## src/rtl/i2c_txn_scheduler_if.sv

```systemverilog
// Host, poller and I2C-master signals of the transaction scheduler.
// slave = scheduler side, master = requester / master-model side.
interface i2c_txn_scheduler_if #(
   parameter int N_POLL = 4
);
   logic                host_req;
   logic                host_rnw;
   logic [6:0]          host_adr;
   logic [31:0]         host_wr_data;
   logic [2:0]          host_bytes;
   logic                host_ack;
   logic                host_err;
   logic [31:0]         host_rd_data;
   logic [N_POLL-1:0]   poll_en;
   logic [7*N_POLL-1:0] poll_adr;
   logic                poll_we;
   logic [2:0]          poll_idx;
   logic [15:0]         poll_data;
   logic                poll_err;
   logic                poll_overrun;
   logic [6:0]          m_adr;
   logic                m_wr_flg;
   logic                m_rd_flg;
   logic [31:0]         m_wr_data;
   logic [2:0]          m_wr_bytes;
   logic [2:0]          m_rd_bytes;
   logic [3:0]          m_rd_channels;
   logic [31:0]         m_rd_data;
   logic                m_rd_data_en;
   logic                m_busy;

   modport slave (
      input  host_req, host_rnw, host_adr, host_wr_data, host_bytes,
      output host_ack, host_err, host_rd_data,
      input  poll_en, poll_adr,
      output poll_we, poll_idx, poll_data, poll_err, poll_overrun,
      output m_adr, m_wr_flg, m_rd_flg, m_wr_data,
      output m_wr_bytes, m_rd_bytes, m_rd_channels,
      input  m_rd_data, m_rd_data_en, m_busy
   );

   modport master (
      output host_req, host_rnw, host_adr, host_wr_data, host_bytes,
      input  host_ack, host_err, host_rd_data,
      output poll_en, poll_adr,
      input  poll_we, poll_idx, poll_data, poll_err, poll_overrun,
      input  m_adr, m_wr_flg, m_rd_flg, m_wr_data,
      input  m_wr_bytes, m_rd_bytes, m_rd_channels,
      output m_rd_data, m_rd_data_en, m_busy
   );
endinterface

```

## src/rtl/i2c_txn_scheduler.sv

```systemverilog
// Shares one I2C master between host requests and a periodic 2-byte poller.
// Define I2C_SCHED_POLL_EN to build the poller; otherwise poll outputs are tied 0.
module i2c_txn_scheduler #(
   parameter int N_POLL      = 4,
   parameter int POLL_PERIOD = 40000000,
   parameter int START_TMO   = 8,
   parameter int TXN_TMO     = 200000
) (
   input logic clk,
   input logic reset,
   i2c_txn_scheduler_if.slave bus
);
   typedef enum logic [2:0] {IDLE, ISSUE, WAIT_BUSY, RUN, DONE} state_t;

   localparam int TMAX = (TXN_TMO > START_TMO + 2) ? TXN_TMO : START_TMO + 2;
   localparam int TW   = $clog2(TMAX + 1);

   state_t        state;
   logic [TW-1:0] tmo_cnt;
   logic          cur_host;
   logic          cur_rnw;
   logic          got_data;
   logic [31:0]   rd_buf;
   logic [31:0]   rd_now;
   logic          have_data;
   logic          fin;
   logic          fin_err;
   logic [2:0]    host_len;

   assign bus.m_rd_channels = 4'd1;
   assign rd_now    = got_data ? rd_buf : bus.m_rd_data;
   assign have_data = got_data | bus.m_rd_data_en;

   always_comb begin
      host_len = bus.host_bytes;
      if (bus.host_bytes == 3'd0 || bus.host_bytes > 3'd4)
         host_len = 3'd2;
   end

   // busy is the master's registered reply, so allow one extra sample cycle
   always_comb begin
      fin     = 1'b0;
      fin_err = 1'b0;
      unique case (state)
         WAIT_BUSY:
            if (!bus.m_busy && tmo_cnt == TW'(START_TMO + 1)) begin
               fin     = 1'b1;
               fin_err = 1'b1;
            end
         RUN:
            if (!bus.m_busy || tmo_cnt == TW'(TXN_TMO - 1)) begin
               fin     = 1'b1;
               fin_err = bus.m_busy | (cur_rnw & ~have_data);
            end
         default: ;
      endcase
   end

`ifdef I2C_SCHED_POLL_EN
   localparam int PW = (POLL_PERIOD > 1) ? $clog2(POLL_PERIOD) : 1;

   logic [PW-1:0]     per_cnt;
   logic              tick;
   logic [N_POLL-1:0] pend;
   logic [2:0]        cur_idx;
   logic [2:0]        nxt_idx;
   logic [6:0]        nxt_adr;
   logic              sweeping;

   assign tick = (per_cnt == PW'(POLL_PERIOD - 1));

   always_ff @(posedge clk or negedge reset) begin
      if (!reset)
         per_cnt <= '0;
      else if (tick)
         per_cnt <= '0;
      else
         per_cnt <= per_cnt + PW'(1);
   end

   always_comb begin
      nxt_idx = '0;
      for (int i = N_POLL - 1; i >= 0; i--)
         if (pend[i]) nxt_idx = 3'(i);
      nxt_adr = bus.poll_adr[7*nxt_idx +: 7];
   end

   // the last slot's transaction still belongs to the sweep
   assign sweeping = (|pend) | (state != IDLE && !cur_host);
`else
   logic unused_poll;
   assign unused_poll       = ^{bus.poll_en, bus.poll_adr};
   assign bus.poll_we       = 1'b0;
   assign bus.poll_idx      = 3'd0;
   assign bus.poll_data     = 16'd0;
   assign bus.poll_err      = 1'b0;
   assign bus.poll_overrun  = 1'b0;
`endif

   always_ff @(posedge clk or negedge reset) begin
      if (!reset) begin
         state            <= IDLE;
         tmo_cnt          <= '0;
         cur_host         <= 1'b0;
         cur_rnw          <= 1'b0;
         got_data         <= 1'b0;
         rd_buf           <= '0;
         bus.m_adr        <= '0;
         bus.m_wr_flg     <= 1'b0;
         bus.m_rd_flg     <= 1'b0;
         bus.m_wr_data    <= '0;
         bus.m_wr_bytes   <= '0;
         bus.m_rd_bytes   <= 3'd2;
         bus.host_ack     <= 1'b0;
         bus.host_err     <= 1'b0;
         bus.host_rd_data <= '0;
`ifdef I2C_SCHED_POLL_EN
         pend             <= '0;
         cur_idx          <= '0;
         bus.poll_we      <= 1'b0;
         bus.poll_idx     <= '0;
         bus.poll_data    <= '0;
         bus.poll_err     <= 1'b0;
         bus.poll_overrun <= 1'b0;
`endif
      end else begin
         bus.m_wr_flg <= 1'b0;
         bus.m_rd_flg <= 1'b0;
         bus.host_ack <= 1'b0;
`ifdef I2C_SCHED_POLL_EN
         bus.poll_we <= 1'b0;
         if (tick) begin
            if (sweeping)
               bus.poll_overrun <= 1'b1;
            else
               pend <= bus.poll_en;
         end
`endif
         if (fin) begin
            state <= DONE;
            if (cur_host) begin
               bus.host_ack     <= 1'b1;
               bus.host_err     <= fin_err;
               bus.host_rd_data <= cur_rnw ? rd_now : 32'd0;
            end
`ifdef I2C_SCHED_POLL_EN
            else begin
               bus.poll_we   <= 1'b1;
               bus.poll_err  <= fin_err;
               bus.poll_idx  <= cur_idx;
               bus.poll_data <= rd_now[31:16];
            end
`endif
         end else begin
            unique case (state)
               IDLE:
                  if (!bus.m_busy) begin
                     if (bus.host_req) begin
                        state     <= ISSUE;
                        cur_host  <= 1'b1;
                        cur_rnw   <= bus.host_rnw;
                        bus.m_adr <= bus.host_adr;
                        if (bus.host_rnw)
                           bus.m_rd_bytes <= host_len;
                        else begin
                           bus.m_wr_data  <= bus.host_wr_data;
                           bus.m_wr_bytes <= bus.host_bytes;
                        end
                     end
`ifdef I2C_SCHED_POLL_EN
                     else if (|pend) begin
                        state          <= ISSUE;
                        cur_host       <= 1'b0;
                        cur_rnw        <= 1'b1;
                        cur_idx        <= nxt_idx;
                        bus.m_adr      <= nxt_adr;
                        bus.m_rd_bytes <= 3'd2;
                        pend <= pend & ~(N_POLL'(1) << nxt_idx);
                     end
`endif
                  end
               ISSUE: begin
                  bus.m_rd_flg <= cur_rnw;
                  bus.m_wr_flg <= ~cur_rnw;
                  tmo_cnt      <= '0;
                  got_data     <= 1'b0;
                  state        <= WAIT_BUSY;
               end
               WAIT_BUSY:
                  if (bus.m_busy) begin
                     tmo_cnt <= '0;
                     state   <= RUN;
                  end else
                     tmo_cnt <= tmo_cnt + TW'(1);
               RUN: begin
                  tmo_cnt <= tmo_cnt + TW'(1);
                  if (bus.m_rd_data_en && !got_data) begin
                     rd_buf   <= bus.m_rd_data;
                     got_data <= 1'b1;
                  end
               end
               DONE:
                  state <= IDLE;
            endcase
         end
      end
   end
endmodule

```

## src/flat_wrapper.sv

```systemverilog
// flat-port wrapper written by rule: the top's interface ports become plain ports
module i2c_txn_scheduler_flat 
#(
   parameter int N_POLL      = 4,
   parameter int POLL_PERIOD = 40000000,
   parameter int START_TMO   = 8,
   parameter int TXN_TMO     = 200000
)
  (clk, reset, bus_host_req, bus_host_rnw, bus_host_adr, bus_host_wr_data, bus_host_bytes, bus_host_ack, bus_host_err, bus_host_rd_data, bus_poll_en, bus_poll_adr, bus_poll_we, bus_poll_idx, bus_poll_data, bus_poll_err, bus_poll_overrun, bus_m_adr, bus_m_wr_flg, bus_m_rd_flg, bus_m_wr_data, bus_m_wr_bytes, bus_m_rd_bytes, bus_m_rd_channels, bus_m_rd_data, bus_m_rd_data_en, bus_m_busy);
  i2c_txn_scheduler_if #(.N_POLL(N_POLL)) bus_i ();
  input logic clk;
  input logic reset;
  input wire logic [$bits(bus_i.host_req)-1:0] bus_host_req;
  input wire logic [$bits(bus_i.host_rnw)-1:0] bus_host_rnw;
  input wire logic [$bits(bus_i.host_adr)-1:0] bus_host_adr;
  input wire logic [$bits(bus_i.host_wr_data)-1:0] bus_host_wr_data;
  input wire logic [$bits(bus_i.host_bytes)-1:0] bus_host_bytes;
  output wire logic [$bits(bus_i.host_ack)-1:0] bus_host_ack;
  output wire logic [$bits(bus_i.host_err)-1:0] bus_host_err;
  output wire logic [$bits(bus_i.host_rd_data)-1:0] bus_host_rd_data;
  input wire logic [$bits(bus_i.poll_en)-1:0] bus_poll_en;
  input wire logic [$bits(bus_i.poll_adr)-1:0] bus_poll_adr;
  output wire logic [$bits(bus_i.poll_we)-1:0] bus_poll_we;
  output wire logic [$bits(bus_i.poll_idx)-1:0] bus_poll_idx;
  output wire logic [$bits(bus_i.poll_data)-1:0] bus_poll_data;
  output wire logic [$bits(bus_i.poll_err)-1:0] bus_poll_err;
  output wire logic [$bits(bus_i.poll_overrun)-1:0] bus_poll_overrun;
  output wire logic [$bits(bus_i.m_adr)-1:0] bus_m_adr;
  output wire logic [$bits(bus_i.m_wr_flg)-1:0] bus_m_wr_flg;
  output wire logic [$bits(bus_i.m_rd_flg)-1:0] bus_m_rd_flg;
  output wire logic [$bits(bus_i.m_wr_data)-1:0] bus_m_wr_data;
  output wire logic [$bits(bus_i.m_wr_bytes)-1:0] bus_m_wr_bytes;
  output wire logic [$bits(bus_i.m_rd_bytes)-1:0] bus_m_rd_bytes;
  output wire logic [$bits(bus_i.m_rd_channels)-1:0] bus_m_rd_channels;
  input wire logic [$bits(bus_i.m_rd_data)-1:0] bus_m_rd_data;
  input wire logic [$bits(bus_i.m_rd_data_en)-1:0] bus_m_rd_data_en;
  input wire logic [$bits(bus_i.m_busy)-1:0] bus_m_busy;
  assign bus_i.host_req = bus_host_req;
  assign bus_i.host_rnw = bus_host_rnw;
  assign bus_i.host_adr = bus_host_adr;
  assign bus_i.host_wr_data = bus_host_wr_data;
  assign bus_i.host_bytes = bus_host_bytes;
  assign bus_host_ack = bus_i.host_ack;
  assign bus_host_err = bus_i.host_err;
  assign bus_host_rd_data = bus_i.host_rd_data;
  assign bus_i.poll_en = bus_poll_en;
  assign bus_i.poll_adr = bus_poll_adr;
  assign bus_poll_we = bus_i.poll_we;
  assign bus_poll_idx = bus_i.poll_idx;
  assign bus_poll_data = bus_i.poll_data;
  assign bus_poll_err = bus_i.poll_err;
  assign bus_poll_overrun = bus_i.poll_overrun;
  assign bus_m_adr = bus_i.m_adr;
  assign bus_m_wr_flg = bus_i.m_wr_flg;
  assign bus_m_rd_flg = bus_i.m_rd_flg;
  assign bus_m_wr_data = bus_i.m_wr_data;
  assign bus_m_wr_bytes = bus_i.m_wr_bytes;
  assign bus_m_rd_bytes = bus_i.m_rd_bytes;
  assign bus_m_rd_channels = bus_i.m_rd_channels;
  assign bus_i.m_rd_data = bus_m_rd_data;
  assign bus_i.m_rd_data_en = bus_m_rd_data_en;
  assign bus_i.m_busy = bus_m_busy;
  i2c_txn_scheduler #(.N_POLL(N_POLL), .POLL_PERIOD(POLL_PERIOD), .START_TMO(START_TMO), .TXN_TMO(TXN_TMO)) u_core (.clk(clk), .reset(reset), .bus(bus_i));
endmodule
```

## config.mk

```make
export PLATFORM = sky130hd
export DESIGN_NAME = i2c_txn_scheduler_flat
export DESIGN_NICKNAME = d
export VERILOG_FILES = /design/src/rtl/i2c_txn_scheduler_if.sv /design/src/rtl/i2c_txn_scheduler.sv /design/src/flat_wrapper.sv
export SDC_FILE = /design/constraint.sdc
export NUM_CORES = 1
export LEC_CHECK = 0
export BUFFER_PORTS_ARGS = -buffer_cell sky130_fd_sc_hd__buf_2
export CAP_MARGIN = 20
export CELL_PAD_IN_SITES_DETAIL_PLACEMENT = 0
export CELL_PAD_IN_SITES_GLOBAL_PLACEMENT = 1
export CORE_MARGIN = 2
export CORE_UTILIZATION = 42
export DETAILED_ROUTE_END_ITERATION = 6
export PLACE_DENSITY_LB_ADDON = 0.1
export SYNTH_ARGS = -nofsm -noshare
export SYNTH_HDL_FRONTEND = slang
export SYNTH_SLANG_ARGS = --single-unit
```

## constraint.sdc

```tcl
create_clock -name clk -period 6.3 [get_ports clk]
set_clock_uncertainty 0.05 [all_clocks]
set_input_delay 1.26 -clock clk [delete_from_list [all_inputs] [get_ports clk]]
set_output_delay 1.26 -clock clk [all_outputs]
set_load 0.005 [all_outputs]
```

Word level (Yosys, flattened, before mapping)
Cells that the tools add are included.
Widths: inputs -> output; s select.
- mux-type cells: 23
- add/sub/neg operators: 1
- equality and inequality tests: 10
- magnitude comparators: 1
- reduce and logical (&&, ||, !) cells: 19
- bitwise logic cells: 8
- operators by type and width (operator ; number):
    $mux 32 ; 2
    $pmux 18 s3 ; 1
    $add 18x1->18 const B ; 1
    $eq 18x18->1 const B ; 1
    $eq 18x4->1 const B ; 1
    $mux 18 ; 1
    $mux 3 ; 5
    $pmux 3 s4 ; 1
    $mux 1 ; 10
    $reduce_and 5->1 ; 2
    $ne 3x2->1 const B ; 3
    $reduce_and 4->1 ; 2
    $eq 3x2->1 const B ; 2
    $logic_not 3->1 ; 2
    $pmux 1 s2 ; 3
    $reduce_and 3->1 ; 2
    $not 1->1 ; 5
    $reduce_bool 5->1 ; 1
    $reduce_and 2->1 ; 2
    $eq 3x1->1 const B ; 1
    $eq 3x3->1 const B ; 1
    $gt 3x3->1 const B ; 1
    $reduce_bool 3->1 ; 1
    $logic_and 1x1->1 ; 2
    6 further kinds ; 9
- flip-flop bits (word level): 137
- bits of input ports: 112
- output and inout port bits: 107

Logic depth before layout (Yosys ltp)
- word-level depth: 6
- gate-level depth with buffers: 8
- mapped depth without buffers: 7

Worst setup path before layout
No wires, ideal clock.
- path type: in2reg
- from: input port bus_m_busy
- to: register u_core.bus.m_wr_bytes[0]
- data arrival time: 2.642 ns
- setup slack: 3.484 ns
- required time: 6.125 ns
- setup time: 0.125 ns
- stages: 5
- buffers on the path: 1
- cell sequence: nor2_1 > nand3_1 > nor2_2 > buf_2 > mux2_2
- longest elaborated chain between the ends: 6
- elaborated cells on any way between the ends: 9
- classes of those cells: mux (3); bitwise (2); reduce/logical (4)
- ends and longest elaborated chain (item ; RTL line ; source):
    from (decl) ; flat_wrapper.sv:37 ; input wire logic [$bits(bus_i.m_busy)-1:0] bus_m_busy;
    $logic_not 1->1 ; i2c_txn_scheduler.sv:46, i2c_txn_scheduler.sv:51 ;
    $logic_or 1x1->1 or $logic_and 1x1->1 (tied branches) ; i2c_txn_scheduler.sv:51, i2c_txn_scheduler.sv:46 ;
    $mux 1, on equally long branches ; i2c_txn_scheduler.sv:51, i2c_txn_scheduler.sv:46 ;
    $pmux 1 s2 ; i2c_txn_scheduler.sv:44 ; unique case (state)
    $not 1->1 (no source line) ; -- ;
    $reduce_and 5->1 (no source line) (*) ; -- ;
    to (signal assigned) ; i2c_txn_scheduler.sv:167 ; bus.m_wr_bytes <= bus.host_bytes;
    to (decl) ; i2c_txn_scheduler_if.sv:38 ; output m_wr_bytes, m_rd_bytes, m_rd_channels,
Mark *: on every way between the ends. The rest lies on a longest branch, timed or not.
A chain may end at the register's enable or synchronous reset.

Worst setup path after layout
- from: input port bus_m_busy
- to: register u_core.bus.m_wr_bytes[2]
The elaborated chain is that of the path after synthesis.

==> impl_metrics.py <==
metrics = {
    "run_status": {
        "outcome": "finished, final reports clean",
    },
    "logic_synthesis": {
        "synthArstFlopShare": 1.00,
        "synth_edf_count": 0,
        "synth_ff_type": "dfrtp_1",
        "synthesis.area_sq_mm": 0.00643,
        "synthCells": 517,
        "synthDistinctLibCells": 51,
        "ys_seq_elements": 137,
        "yosys_warnings": 0,
        "ys_seq_area_frac": 0.533,
        "synth_area_leaders": "dfrtp_1 (53%), mux2_2 (14%), mux2_4 (6.5%)",
        "synth_top_area_share": 0.529,
        "syn_area_per_cell_sq_um": 12.4,
        "synth_top_area_cell": "dfrtp_1",
    },
    "detailed_routing": {
        "wire_per_inst_um": 16.0,
        "drc": 0,
        "num_vias": 4462,
        "drtIter0Drc": 223,
        "viasPerCell": 5.09,
        "dr.pass1.iters": 5,
        "routed_wl_um": 14000,
        "final_antenna_net_count": 0,
    },
    "finish": {
        "design_area_sq_mm": 0.00789,
        "final_cell_mix": "buf_2 (159), dfrtp_1 (135), mux2_2 (79), nor2_1 (48), mux2i_1 (34)",
        "ff_latch_area_sq_mm": 0.00343,
        "area_growth_pct": 22.6,
        "drive_gt1_frac": 0.456,
        "multi_input_area_sq_mm": 0.00276,
        "num-nets-final": 789,
        "n_fill_cell": 1341,
        "final_common_cell": "buf_2",
    },
    "global_routing": {
        "antenna_found_initial": 3,
        "grt_use_total": 0.176,
        "grt_pass1_vias": 4522,
        "grt_overflow_total": 0,
        "grt_pass1_wl_um": 22600,
        "grt_max_degree": 107,
    },
    "setup_path": {
        "r2r-start": "u_core.tmo_cnt[0]",
        "cp_top_family": "simple AND/OR/NAND/NOR gates",
        "end_kind": "flip-flop",
        "start_kind": "input port",
        "cp_slowest_cell": "nor2_4",
        "critPathMaxStageDelay_ns": 0.87,
        "cp_max_fo": 35,
        "path_cells": "buf_2 > nor2_1 > nand3_1 > nor2_4 > mux2_2",
        "reg2reg_slack_ns": 3.61,
        "reg2reg_to": "u_core.bus.host_rd_data[9]",
        "worst-setup-path-type": "input port to flip-flop",
        "path_buf_inv": 1,
        "reg2reg_depth": 7,
        "required_ns": 6.55,
        "worst_ep_arrival_time_ns": 3.37,
    },
    "timing": {
        "slew_headroom": 0.305,
        "fin_crit_sh": 0.495,
        "hold_violations": 0,
        "worstMarginPinSlew_ns": 1.04,
        "tns_ns": 0,
        "fmax_ghz": 0.320,
        "drv_slew": 0,
        "fin_crit_ns": 3.12,
        "rsz0062_at_grt": "false",
        "setup_viol": 0,
    },
    "floorplan": {
        "io_pins": 219,
        "initial_core_util": 0.426,
        "fp.dieW_um": 128,
        "die_h_um": 128,
        "rows": 45,
        "coreArea_sq_mm": 0.0151,
        "die_area_sq_mm": 0.0163,
    },
    "power_and_ir_drop": {
        "vdd_drop_max_mv": 0.174,
        "clkPwrFrac": 0.512,
        "internal_power_mw": 1.52,
        "sequentialPowerShare": 0.458,
        "p_per_area_mw_per_mm2": 243,
        "switching_share": 0.210,
        "combPwrFrac": 0.030,
        "p_sw_mw": 0.403,
        "total_power_mw": 1.92,
        "leakagePower_nw": 4.12,
    },
    "placement": {
        "placed_area_sq_mm": 0.00729,
        "gp_congestion": 0.821,
        "dp_hpwl_um": 9430,
        "io_buffers": 160,
    },
    "clock_tree": {
        "numCtsBuffers": 17,
        "cts_setup_buffers": 0,
        "htree_levels": 4,
        "clkSinkCount": 137,
        "clock_latency_ns": 0.41,
        "clkTransAtPathRegs_ns": 0.06,
        "cts_tree": "yes",
        "cts_buffer_depth": 2,
        "hold_buffers": 0,
        "ctsRootBufferMaster": "clkbuf_16",
        "cts.repair.resized": 0,
    },
    "job": {
        "maxCapViolCount": 0,
    },
    "min_path": {
        "hp-start": "u_core.bus.m_rd_bytes[0]",
        "hp-class": "flip-flop to flip-flop",
        "hold_end": "u_core.bus.m_rd_bytes[0]",
        "worstHoldPathCells": 2,
    },
}
## cell usage after synthesis, drive strengths merged, types with 2 or more instances
cell    count
mux2      107
o21ai      13
nand2b      7
conb        2
a31oi      21
a41oi       2
nor2       49
nor3        6
nand3       7
clkbuf     12
buf        39
and3        2
nand2      27
and2        4
a21oi       9
inv         6
nor4b       2
mux2i      34
or4         2
nor4        3
ha          3
nand4       6
dfrtp     136
## registers in the layout, indices dropped and copies added, names as in the netlist, 3 cells and up
signal and flops:
u_core.bus.host_rd_data 32, u_core.bus.m_wr_data 32, u_core.rd_buf 32, u_core.tmo_cnt 18, u_core.bus.m_adr 7, u_core.bus.m_rd_bytes 3, u_core.bus.m_wr_bytes 3, u_core.state 3
## layer usage
layer  track usage  share of wire  up-vias  routed length, um
li1              -              -     2101                  -
met1         0.221           0.42     2201               5890
met2         0.287           0.49      127               6920
met3        0.0476          0.057       29                798
met4        0.0795          0.027        4                379
met5             0         0.0015        -                 21
## through the flow
stage	util	setup slack, ns	cells	hold WS [ns]
floorplan	-	3.48	541	0.383
global placement	0.483	2.73	843	0.410
detailed placement	0.483	2.69	843	0.437
CTS	0.523	3.12	875	0.449
global route	0.523	2.94	875	0.461
finish	0.523	3.18	876	0.444
## worst max path at each step
stage / start / end / slack, ns / depth (start not counted)
floorplan: bus_m_busy / u_core.bus.m_wr_bytes[0] / 3.48 / 5
global placement: bus_m_busy / u_core.bus.m_wr_data[17] / 2.73 / 5
detailed placement: bus_m_busy / u_core.bus.m_wr_data[0] / 2.69 / 5
CTS: bus_m_busy / u_core.bus.m_wr_bytes[2] / 3.12 / 5
global route: bus_m_busy / u_core.bus.m_wr_data[25] / 2.94 / 5
finish: bus_m_busy / u_core.bus.m_wr_bytes[2] / 3.18 / 5
## power by group through the flow
stage               registers (mW)  logic [mW]  clock network, mW
floorplan                    0.896      0.0228                  0
global placement             0.896      0.0565                  0
detailed placement           0.896      0.0582                  0
CTS                          0.880      0.0584               1.01
global route                 0.880      0.0661               1.05
finish                       0.880      0.0567              0.983
## cells by family after synthesis
group                    after synthesis  share of synthesized area
AO/OA/AOI/OAI                         53                     0.0539
adder cells (fa/ha/maj)                3                    0.00583
buffers and inverters                 58                     0.0546
flip-flops                           137                      0.533
multiplexers                         141                      0.256
other                                  2                    0.00117
AND/OR/NAND/NOR                      123                     0.0951
## final cells by class
cell class | count | area share
antenna | 1 | 0.000317
timing repair buffer | 165 | 0.107
clock inverter | 10 | 0.0149
sequential | 137 | 0.435
tap | 188 | 0.0298
inverter | 7 | 0.00333
multi-input combinational | 346 | 0.350
clock buffer | 22 | 0.0601
## worst min-delay path, delay by kind of cell, from the launching register on
| kind | cells | cell delay [ns] |
|---|---|---|
| DFF | 1 | 0.35 |
| AOI/OAI and AO/OA | 1 | 0.06 |
| and+or+nand+nor | 1 | 0.05 |
No activity file was read; power rests on OpenSTA's default activity.
